===== src/rtl/ps2_msx_keymatrix.sv =====
`default_nettype none
// ============================================================================
//  Module   : ps2_msx_keymatrix
//  Purpose  : PS/2 keyboard receiver and scancode decoder that maintains the
//             11 x 8 MSX keyboard matrix and returns the row selected by the
//             PPI as an active-low column byte.
//  Revision : 1.0 - initial release
// ============================================================================
module ps2_msx_keymatrix #(
    parameter int TIMEOUT = 8191,
    parameter int TW      = 13
) (
    input  logic       CLK,
    input  logic       RST,
    input  logic       PS2_CLK,
    input  logic       PS2_DAT,
    input  logic [3:0] ROW,
    output logic [7:0] COLS,
    output logic [8:0] MAP_CODE,
    input  logic       MAP_VALID,
    input  logic [3:0] MAP_ROW,
    input  logic [2:0] MAP_BIT,
    output logic       KEY_STB,
    output logic       ERR
);

    localparam logic [7:0]    C_EXT     = 8'hE0;
    localparam logic [7:0]    C_BRK     = 8'hF0;
    localparam logic [7:0]    C_PAUSE   = 8'hE1;
    localparam logic [2:0]    C_SKIPLEN = 3'd7;
    localparam logic [3:0]    C_MAXROW  = 4'd10;
    localparam logic [TW-1:0] C_TMO     = TW'(TIMEOUT);

    typedef enum logic [1:0] {
        S_IDLE   = 2'd0,
        S_DATA   = 2'd1,
        S_PARITY = 2'd2,
        S_STOP   = 2'd3
    } state_t;

    // Synchronizer and edge-detect flops; line idles high so reset to 1
    logic ps2c_meta_q, ps2c_sync_q, ps2c_prev_q;
    logic ps2d_meta_q, ps2d_sync_q;
    logic w_fall;

    // Receiver state
    state_t        state_q, state_d;
    logic [7:0]    shift_q, shift_d;
    logic [2:0]    bitcnt_q, bitcnt_d;
    logic          par_q, par_d;
    logic [TW-1:0] tcnt_q, tcnt_d;
    logic          rx_stb_d, rx_stb_q;
    logic          rx_err_d, err_q;
    logic          tmo_d;

    // Decoder state and matrix
    logic          ext_q, brk_q;
    logic [2:0]    skip_q;
    logic [8:0]    map_code_q;
    logic          key_stb_q;
    logic [7:0]    mat_q [0:10];
    logic [7:0]    cols_q;
    logic          w_is_lookup;

    // Two-stage synchronizers plus a history flop for falling-edge detection
    always_ff @(posedge CLK) begin
        if (RST) begin
            ps2c_meta_q <= 1'b1;
            ps2c_sync_q <= 1'b1;
            ps2c_prev_q <= 1'b1;
            ps2d_meta_q <= 1'b1;
            ps2d_sync_q <= 1'b1;
        end else begin
            ps2c_meta_q <= PS2_CLK;
            ps2c_sync_q <= ps2c_meta_q;
            ps2c_prev_q <= ps2c_sync_q;
            ps2d_meta_q <= PS2_DAT;
            ps2d_sync_q <= ps2d_meta_q;
        end
    end

    assign w_fall = ps2c_prev_q & ~ps2c_sync_q;

    // Receiver registers
    always_ff @(posedge CLK) begin
        if (RST) begin
            state_q  <= S_IDLE;
            shift_q  <= 8'h00;
            bitcnt_q <= 3'd0;
            par_q    <= 1'b0;
            tcnt_q   <= '0;
            rx_stb_q <= 1'b0;
            err_q    <= 1'b0;
        end else begin
            state_q  <= state_d;
            shift_q  <= shift_d;
            bitcnt_q <= bitcnt_d;
            par_q    <= par_d;
            tcnt_q   <= tcnt_d;
            rx_stb_q <= rx_stb_d;
            err_q    <= rx_err_d;
        end
    end

    // Frame receiver next-state: bit sampling, frame check and inactivity timeout
    always_comb begin
        state_d  = state_q;
        shift_d  = shift_q;
        bitcnt_d = bitcnt_q;
        par_d    = par_q;
        tcnt_d   = tcnt_q;
        rx_stb_d = 1'b0;
        rx_err_d = 1'b0;
        tmo_d    = 1'b0;

        if (state_q == S_IDLE || w_fall) begin
            tcnt_d = '0;
        end else begin
            tcnt_d = tcnt_q + 1'b1;
        end

        if (state_q != S_IDLE && !w_fall && tcnt_q == C_TMO) begin
            // Stalled partial frame: drop it
            state_d  = S_IDLE;
            tcnt_d   = '0;
            rx_err_d = 1'b1;
            tmo_d    = 1'b1;
        end else if (w_fall) begin
            unique case (state_q)
                S_IDLE: begin
                    if (!ps2d_sync_q) begin
                        state_d  = S_DATA;
                        bitcnt_d = 3'd0;
                    end
                end
                S_DATA: begin
                    shift_d  = {ps2d_sync_q, shift_q[7:1]};
                    bitcnt_d = bitcnt_q + 3'd1;
                    if (bitcnt_q == 3'd7) begin
                        state_d = S_PARITY;
                    end
                end
                S_PARITY: begin
                    par_d   = ps2d_sync_q;
                    state_d = S_STOP;
                end
                S_STOP: begin
                    // Data plus parity must be odd and the stop bit high
                    if ((^{shift_q, par_q}) && ps2d_sync_q) begin
                        rx_stb_d = 1'b1;
                    end else begin
                        rx_err_d = 1'b1;
                    end
                    state_d = S_IDLE;
                end
                default: state_d = S_IDLE;
            endcase
        end
    end

    assign w_is_lookup = (shift_q != C_EXT) && (shift_q != C_BRK) && (shift_q != C_PAUSE);

    // Scancode decoder: prefix flags, pause skipping and matrix updates
    always_ff @(posedge CLK) begin
        if (RST) begin
            ext_q      <= 1'b0;
            brk_q      <= 1'b0;
            skip_q     <= 3'd0;
            map_code_q <= 9'h000;
            key_stb_q  <= 1'b0;
            for (int r = 0; r < 11; r++) begin
                mat_q[r] <= 8'hFF;
            end
        end else begin
            key_stb_q <= 1'b0;
            // Present the lookup address during the byte strobe cycle
            if (rx_stb_d && skip_q == 3'd0 && w_is_lookup) begin
                map_code_q <= {ext_q, shift_q};
            end
            if (tmo_d) begin
                ext_q <= 1'b0;
                brk_q <= 1'b0;
            end else if (rx_stb_q) begin
                if (skip_q != 3'd0) begin
                    skip_q <= skip_q - 3'd1;
                end else if (shift_q == C_EXT) begin
                    ext_q <= 1'b1;
                end else if (shift_q == C_BRK) begin
                    brk_q <= 1'b1;
                end else if (shift_q == C_PAUSE) begin
                    skip_q <= C_SKIPLEN;
                end else begin
                    if (MAP_VALID && MAP_ROW <= C_MAXROW) begin
                        mat_q[MAP_ROW][MAP_BIT] <= brk_q;
                        key_stb_q               <= 1'b1;
                    end
                    ext_q <= 1'b0;
                    brk_q <= 1'b0;
                end
            end
        end
    end

    // Registered row read-back; rows beyond the matrix read as released
    always_ff @(posedge CLK) begin
        if (RST) begin
            cols_q <= 8'hFF;
        end else if (ROW <= C_MAXROW) begin
            cols_q <= mat_q[ROW];
        end else begin
            cols_q <= 8'hFF;
        end
    end

    assign COLS     = cols_q;
    assign MAP_CODE = map_code_q;
    assign KEY_STB  = key_stb_q;
    assign ERR      = err_q;

endmodule
`default_nettype wire


===== config.mk =====
export PLATFORM = sky130hd
export DESIGN_NAME = ps2_msx_keymatrix
export DESIGN_NICKNAME = d
export VERILOG_FILES = /design/src/rtl/ps2_msx_keymatrix.sv
export SDC_FILE = /design/constraint.sdc
export NUM_CORES = 1
export LEC_CHECK = 0
export ABC_CLOCK_PERIOD_IN_PS = 3100
export BUFFER_PORTS_ARGS = -buffer_cell sky130_fd_sc_hd__buf_2
export CAP_MARGIN = 25
export CORE_ASPECT_RATIO = 0.6
export CORE_MARGIN = 5
export CORE_UTILIZATION = 60
export DETAILED_ROUTE_END_ITERATION = 10
export PLACE_DENSITY_LB_ADDON = 0.08
export SYNTH_ARGS = -nofsm -noshare
export SYNTH_HDL_FRONTEND = slang
export SYNTH_SLANG_ARGS = --single-unit

===== constraint.sdc =====
create_clock -name CLK -period 3.1 [get_ports CLK]
set_input_delay 0.31 -clock CLK [delete_from_list [all_inputs] [get_ports CLK]]
set_output_delay 0.31 -clock CLK [all_outputs]
set_load 0.02 [all_outputs]

==> metrics.md, run 1 <==
| Metric | Value |
|---|---|
| Synth Area in XOR/XNOR | 0.02270 |
| Proportion of synthesized area in mux cells | 0.08351 |
| Vias/cell | 6.507 |
| Most frequent cells in the layout | edfxtp_1 (80), nor2_1 (74), dfxtp_1 (65), nand2_1 (59), a21o_1 (43) |
| Simple-Gate Fraction of Synth Area | 0.2113 |
| Post-route ant nets | 0 |
| Reg-to-reg setup timing slack | 270 ps |
| Row count | 31 |
| Pin count of the biggest net entering global routing | 54 |
| Boundary Pins | 35 |
| Int Pwr | 3.189 mW |
| Post-synthesis sequential area ratio | 0.4905 |
| All-layer global routing usage | 0.2723 |
| Met3 GRT Util | 0.09679 |
| Area share of the largest cell type after synthesis | 0.3181 |
| Worst setup endpoint | mat_q[7][5]$_SDFFCE_PN1P_ |
| CP max FO | 16 |
| Cts repair resizes | 0 |
| Clk buf depth | 2 |
| Clock transition at the registers of the reported paths | 60 ps |
| Cell Pwr Density | 499.9 mW/mm^2 |
| Vias | 5,928 |
| Total core area | 0.01218 mm^2 |
| Met2 global-route usage | 0.3713 |
| Combinational Power Share | 0.061 |
| Global placer's final weighted congestion | 0.8967 |
| CTS Root Cell | clkbuf_16 |
| Die width | 154.8 um |
| First-pass GRT wire length | 31,640 um |
| Flops & latches, synth | 145 |
| Post-Syn Nets | 756 |
| Initial DRC count | 985 |
| TritonCTS Buffers | 17 |
| Die H | 96.90 um |
| Status | complete, no violations |
| Crit Path Class | reg -> reg |
| Largest family of logic cells by synthesized area | simple AND/OR/NAND/NOR gates |
| Top cells by area, synth | edfxtp_1 (32%), dfxtp_1 (17%), mux4_2 (4.8%) |
| Worst-margin pin slew | 877.9 ps |
| Fin Setup TNS | 0 ps |
| H-tree levels | 4 |
| Slew Limit Fails | 0 |
| Diode count | 0 |
| LEAKAGE | 2.697 nW |
| Met1 usage | 0.4057 |
| Detail Placement HPWL | 13,870 um |
| Relative slew slack | 0.4123 |
| Startpoint types | flip-flop |
| P_sw | 0.9596 mW |
| CP arrival | 2980 ps |
| Min-Delay Path Class | in -> reg |
| Area leader, netlist | edfxtp_1 |
| Mean area per synthesized cell | 10.33 um^2 |
| Final core utilization | 0.6815 |
| Die ar. | 0.01500 mm^2 |
| Gr busiest metal | met1 |
| Worst VDD drop | 380.8 uV |
| Most common cell after layout, fill and taps aside | edfxtp_1 |
| Synth warn | 0 |
| Filler instances | 937 |
| Grt ovf | 0 |
| Vias in the first global route | 5,674 |
| R2r endpoint | mat_q[7][5]$_SDFFCE_PN1P_ |
| Post-Syn Area | 0.007551 mm^2 |
| RSZ-0062 raised after global routing | false |
| Synth Area in Adders | 0.01491 |
| Wire length reported by the detailed router | 20,130 um |
| Yosys cell types | 55 |
| I/O Buffers | 34 |
| Final setup vio count | 0 |
| Initial Util | 0.6200 |
| Synth Instances | 731 |
| Worst Path Required | 3250 ps |
| Post-layout min period | 2832 ps |
| Clock share of power | 0.451 |
| Sequential power share | 0.488 |
| Worst-Skew Late Latency | 430 ps |
| Pre-Repair DR Iteration Count | 6 |
| Initial antenna violation count | 0 |
| EDFF count, synth | 80 |
| Wire per inst | 22.10 um |
| Max-cap violations | 0 |
| Worst setup startpoint | skip_q[0]$_SDFFE_PP0P_ |
| Final Hold Vio Count | 0 |
| # hold bufs at CTS | 0 |
| Period utilization | 0.9135 |
| Reg-to-Reg Start | skip_q[0]$_SDFFE_PP0P_ |
| Remaining DRCs | 0 |
| F_max | 353.1 MHz |
| Clock skew | 5.435 ps |
| Fraction of registers with async set/reset | 0 |
| Synth Area in Compound Gates | 0.1322 |
| Most used DFF post-synth | edfxtp_1 |
| Share of layout cells above drive strength 1 | 0.1863 |
| Post-CTS Setup Bufs | 0 |
| Clock sinks | 145 |
| CTS tree | done |
| Worst Reg-to-Reg Cells | 7 |
| Final nets | 758 |
| CP endpoint kind | flip-flop |
| Layout area overhead | 9.925% |
| Sw Share | 0.2313 |
-- synth_stat cells (all sizes together) (8+ instances only) --
cell and count:
nand3 25, nand2b 36, o22ai 8, edfxtp 80, nand2 59, inv 12
buf 22, a31o 12, a41o 19, xnor2 11, a21oi 20, mux2i 18
nor3 21, mux2 8, a21o 43, dfxtp 65, clkbuf 47, o21ai 14
or2 10, nor2 77, mux4 16, ha 9, nand4 41
-- registers in the layout, indices dropped and copies added, names as in the netlist, 2 cells and up --
name and flops:
MAP_CODE 9, skip_q 3, bitcnt_q 3, mat_q 88
COLS 8, state_q 2, shift_q 8, tcnt_q 13
-- metrics by stage --
step	instance area [um^2]	std cells	total power [mW]	hold slack (ps)	setup WS, ps
after floorplan	7551	731	2.242	389.5	909.9
after global placement	7776	879	2.306	396.2	450.3
after detailed placement	7776	879	2.312	399.7	355.5
after CTS	8300	911	4.145	64.52	330.7
after global routing	8300	911	4.250	76.09	120.3
final	8300	911	4.149	65.85	268.0
-- worst min path at each step --
stage | slack [ps] | from | cells after the start | endpoint
6_report | 70 | PS2_DAT | 2 | ps2d_meta_q$_SDFF_PP1_
3_5_place_dp | 400 | ps2d_meta_q$_SDFF_PP1_ | 1 | ps2d_sync_q$_SDFF_PP1_
2_1_floorplan | 390 | ps2c_meta_q$_SDFF_PP1_ | 1 | ps2c_sync_q$_SDFF_PP1_
3_3_place_gp | 400 | ps2c_meta_q$_SDFF_PP1_ | 1 | ps2c_sync_q$_SDFF_PP1_
5_1_grt | 80 | PS2_DAT | 2 | ps2d_meta_q$_SDFF_PP1_
4_1_cts | 60 | PS2_DAT | 2 | ps2d_meta_q$_SDFF_PP1_
-- area by class of cell --
class / instances / area (um^2) / area share
tap: 165 / 206.4 / 0.02487
timing repair buffer: 52 / 307.8 / 0.03708
inverter: 12 / 45.04 / 0.005427
clock inverter: 6 / 33.78 / 0.004070
clock buffer: 26 / 490.5 / 0.05909
multi-input combinational: 505 / 3513 / 0.4233
sequential: 145 / 3704 / 0.4462
-- critical path: stages, from the launching register on --
cell and delay [ps]:
dfxtp_1 320, inv_1 80, ha_1 220, nand2b_1 110, nor2_1 290, nand4_4 360
nor4b_4 870, a41o_1 290
-- kinds of logic (layout without fill, tap and decap cells) --
group           count (synthesis)  after routing
mux                            42             42
simple gates                  300            300
flops                         145            145
compound gates                136            136
buf+inv                        81             96
xor+xnor                       18             18
fa+ha+maj                       9              9
-- metal layers --
| layer | vias to the layer above | part of all wire |
|---|---|---|
| met4 | 0 | 0.015 |
| met3 | 32 | 0.13 |
| li1 | 2696 | - |
| met5 | - | 0 |
| met2 | 357 | 0.41 |
| met1 | 2843 | 0.44 |
-- power groups by stage --
| stage | clock network, mW | registers (mW) | logic, mW |
|---|---|---|---|
| 6_report | 1.87 | 2.03 | 0.253 |
| 4_1_cts | 1.87 | 2.03 | 0.247 |
| 3_3_place_gp | 0 | 2.07 | 0.240 |
| 5_1_grt | 1.96 | 2.02 | 0.269 |
| 3_5_place_dp | 0 | 2.07 | 0.245 |
| 2_1_floorplan | 0 | 2.07 | 0.176 |
(Power assumes the default switching activity.)
==> run 2: changes to the inputs <==
CORE_MARGIN = 4   (was 5)
CORE_UTILIZATION = 44   (was 60)
==> run 2 against run 1 <==
Sequential power barely moved. Non-clock buffer count grew 6. Die area is 29% higher. Global-route usage down 4.3 points. Power rose by 4.8%. Combinational power grew 2%. Final cell count grew 7.6%. Via count is 0.86% lower. Hold slack about the same. Critical path depth unchanged. Clock power rose by 10%. Largest power group is now the clock network.
==> metrics.md, run 2 (synthesis gave the netlist of run 1 again) <==
| Metric | Value |
|---|---|
| Vias in the first global route | 5,398 |
| I/O Buffers | 34 |
| Cell Pwr Density | 511.9 mW/mm^2 |
| Int Pwr | 3.297 mW |
| Footprint of the multi-input gates | 0.003518 mm^2 |
| Hold depth | 2 |
| Die H | 109.5 um |
| CP arrival | 2970 ps |
| Clock sinks | 145 |
| Diode count | 0 |
| Seq. cell area | 0.003704 mm^2 |
| # hold bufs at CTS | 0 |
| Final Hold Vio Count | 0 |
| Final nets | 764 |
| H-tree levels | 4 |
| Vias | 5,877 |
| Initial antenna violation count | 0 |
| Period utilization | 0.9161 |
| Worst Path Required | 3230 ps |
| Fin cells | 980 |
| CP endpoint kind | flip-flop |
| Die width | 177.1 um |
| Min-Delay Path Class | in -> reg |
| Vias/cell | 5.997 |
| Clock skew | 14.80 ps |
| Post-CTS Setup Bufs | 0 |
| LEAKAGE | 2.757 nW |
| Total core area | 0.01653 mm^2 |
| CTS tree | done |
| Crit Path Class | reg -> reg |
| Layout area overhead | 12.44% |
| Boundary Pins | 35 |
| Dpl cell area | 0.007905 mm^2 |
| Total power | 4.346 mW |
| Post-route ant nets | 0 |
| Final core utilization | 0.5136 |
| First-pass GRT wire length | 33,260 um |
| Filler instances | 1,503 |
| Die ar. | 0.01939 mm^2 |
| Remaining DRCs | 0 |
| CTS Root Cell | clkbuf_16 |
| Global placer's final weighted congestion | 0.8958 |
| Initial Util | 0.4568 |
| CP max FO | 16 |
| Pre-Repair DR Iteration Count | 5 |
| Wire per inst | 21.95 um |
| Cts repair resizes | 0 |
| Post-route cell area | 0.008491 mm^2 |
| Grt ovf | 0 |
| Sequential power share | 0.466 |
| Clk buf depth | 2 |
| Pin count of the biggest net entering global routing | 57 |
| Most common cell after layout, fill and taps aside | edfxtp_1 |
| Worst-margin pin slew | 879.6 ps |
| Sw Share | 0.2414 |
| Reg with most FFs | mat_q |
| Slew Limit Fails | 0 |
| Number of flip-flops in the largest register | 88 |
| Combinational Power Share | 0.059 |
| Max-cap violations | 0 |
| Final setup vio count | 0 |
| Detail Placement HPWL | 15,150 um |
| Worst Reg-to-Reg Cells | 7 |
| Post-layout min period | 2840 ps |
| Clock share of power | 0.475 |
| Placed Instances | 948 |
| Worst VDD drop | 384.9 uV |
| TritonCTS Buffers | 17 |
| Fin Setup TNS | 0 ps |
| Initial DRC count | 589 |
| Clock transition at the registers of the reported paths | 60 ps |
| Most frequent cells in the layout | edfxtp_1 (80), nor2_1 (74), dfxtp_1 (65), nand2_1 (59), a21o_1 (43) |
| Worst-Skew Late Latency | 430 ps |
| F_max | 352.1 MHz |
| Share of layout cells above drive strength 1 | 0.1981 |
| P_sw | 1.049 mW |
| All-layer global routing usage | 0.2295 |
| RSZ-0062 raised after global routing | false |
| Startpoint types | flip-flop |
| Wire length reported by the detailed router | 21,510 um |
| Row count | 36 |
| Status | complete, no violations |
| Relative slew slack | 0.4111 |
[run 2: area by class of cell]
class / count / area share
clock buffer: 20 / 0.05511
clock inverter: 12 / 0.01385
inverter: 12 / 0.005305
multi-input combinational: 505 / 0.4144
sequential: 145 / 0.4362
tap: 228 / 0.03360
timing repair buffer: 58 / 0.04156
[run 2: power groups by stage]
stage	Combinational [mW]	Clock (mW)	Sequential, mW
floorplan	0.176	0	2.07
global placement	0.251	0	2.07
detailed placement	0.253	0	2.07
CTS	0.254	2.09	2.02
global route	0.277	2.18	2.02
finish	0.257	2.06	2.02
[run 2: metal layers]
metal / wire length, um / GRT usage / share of wire
met4: 297 / 0.05740 / 0.014
met3: 2521 / 0.07973 / 0.12
met5: 0 / 0 / 0
met1: 10210 / 0.3493 / 0.47
met2: 8485 / 0.3081 / 0.39
[run 2: critical path: stages, from the launching register on]
cell,delay [ps]
dfxtp_1,320
inv_1,80
ha_1,210
nand2b_1,120
nor2_1,280
nand4_4,360
nor4b_4,880
a41o_1,280
[run 2: final timing paths]
| check | startpoint | slack (ps) | endpoint |
|---|---|---|---|
| worst max-delay path | skip_q[0]$_SDFFE_PP0P_ | 260 | mat_q[3][5]$_SDFFCE_PN1P_ |
| worst max register to register | skip_q[0]$_SDFFE_PP0P_ | 260 | mat_q[3][5]$_SDFFCE_PN1P_ |
| worst min register to register | ps2d_meta_q$_SDFF_PP1_ | 410 | ps2d_sync_q$_SDFF_PP1_ |
| worst min-delay path | PS2_DAT | 70 | ps2d_meta_q$_SDFF_PP1_ |
[run 2: metrics by stage]
step                hold slack [ps]  setup slack, ps
finish                        65.90            260.0
global route                  61.64            59.72
CTS                           56.84            265.4
detailed placement            399.5            284.1
global placement              398.4            406.3
floorplan                     389.5            909.9
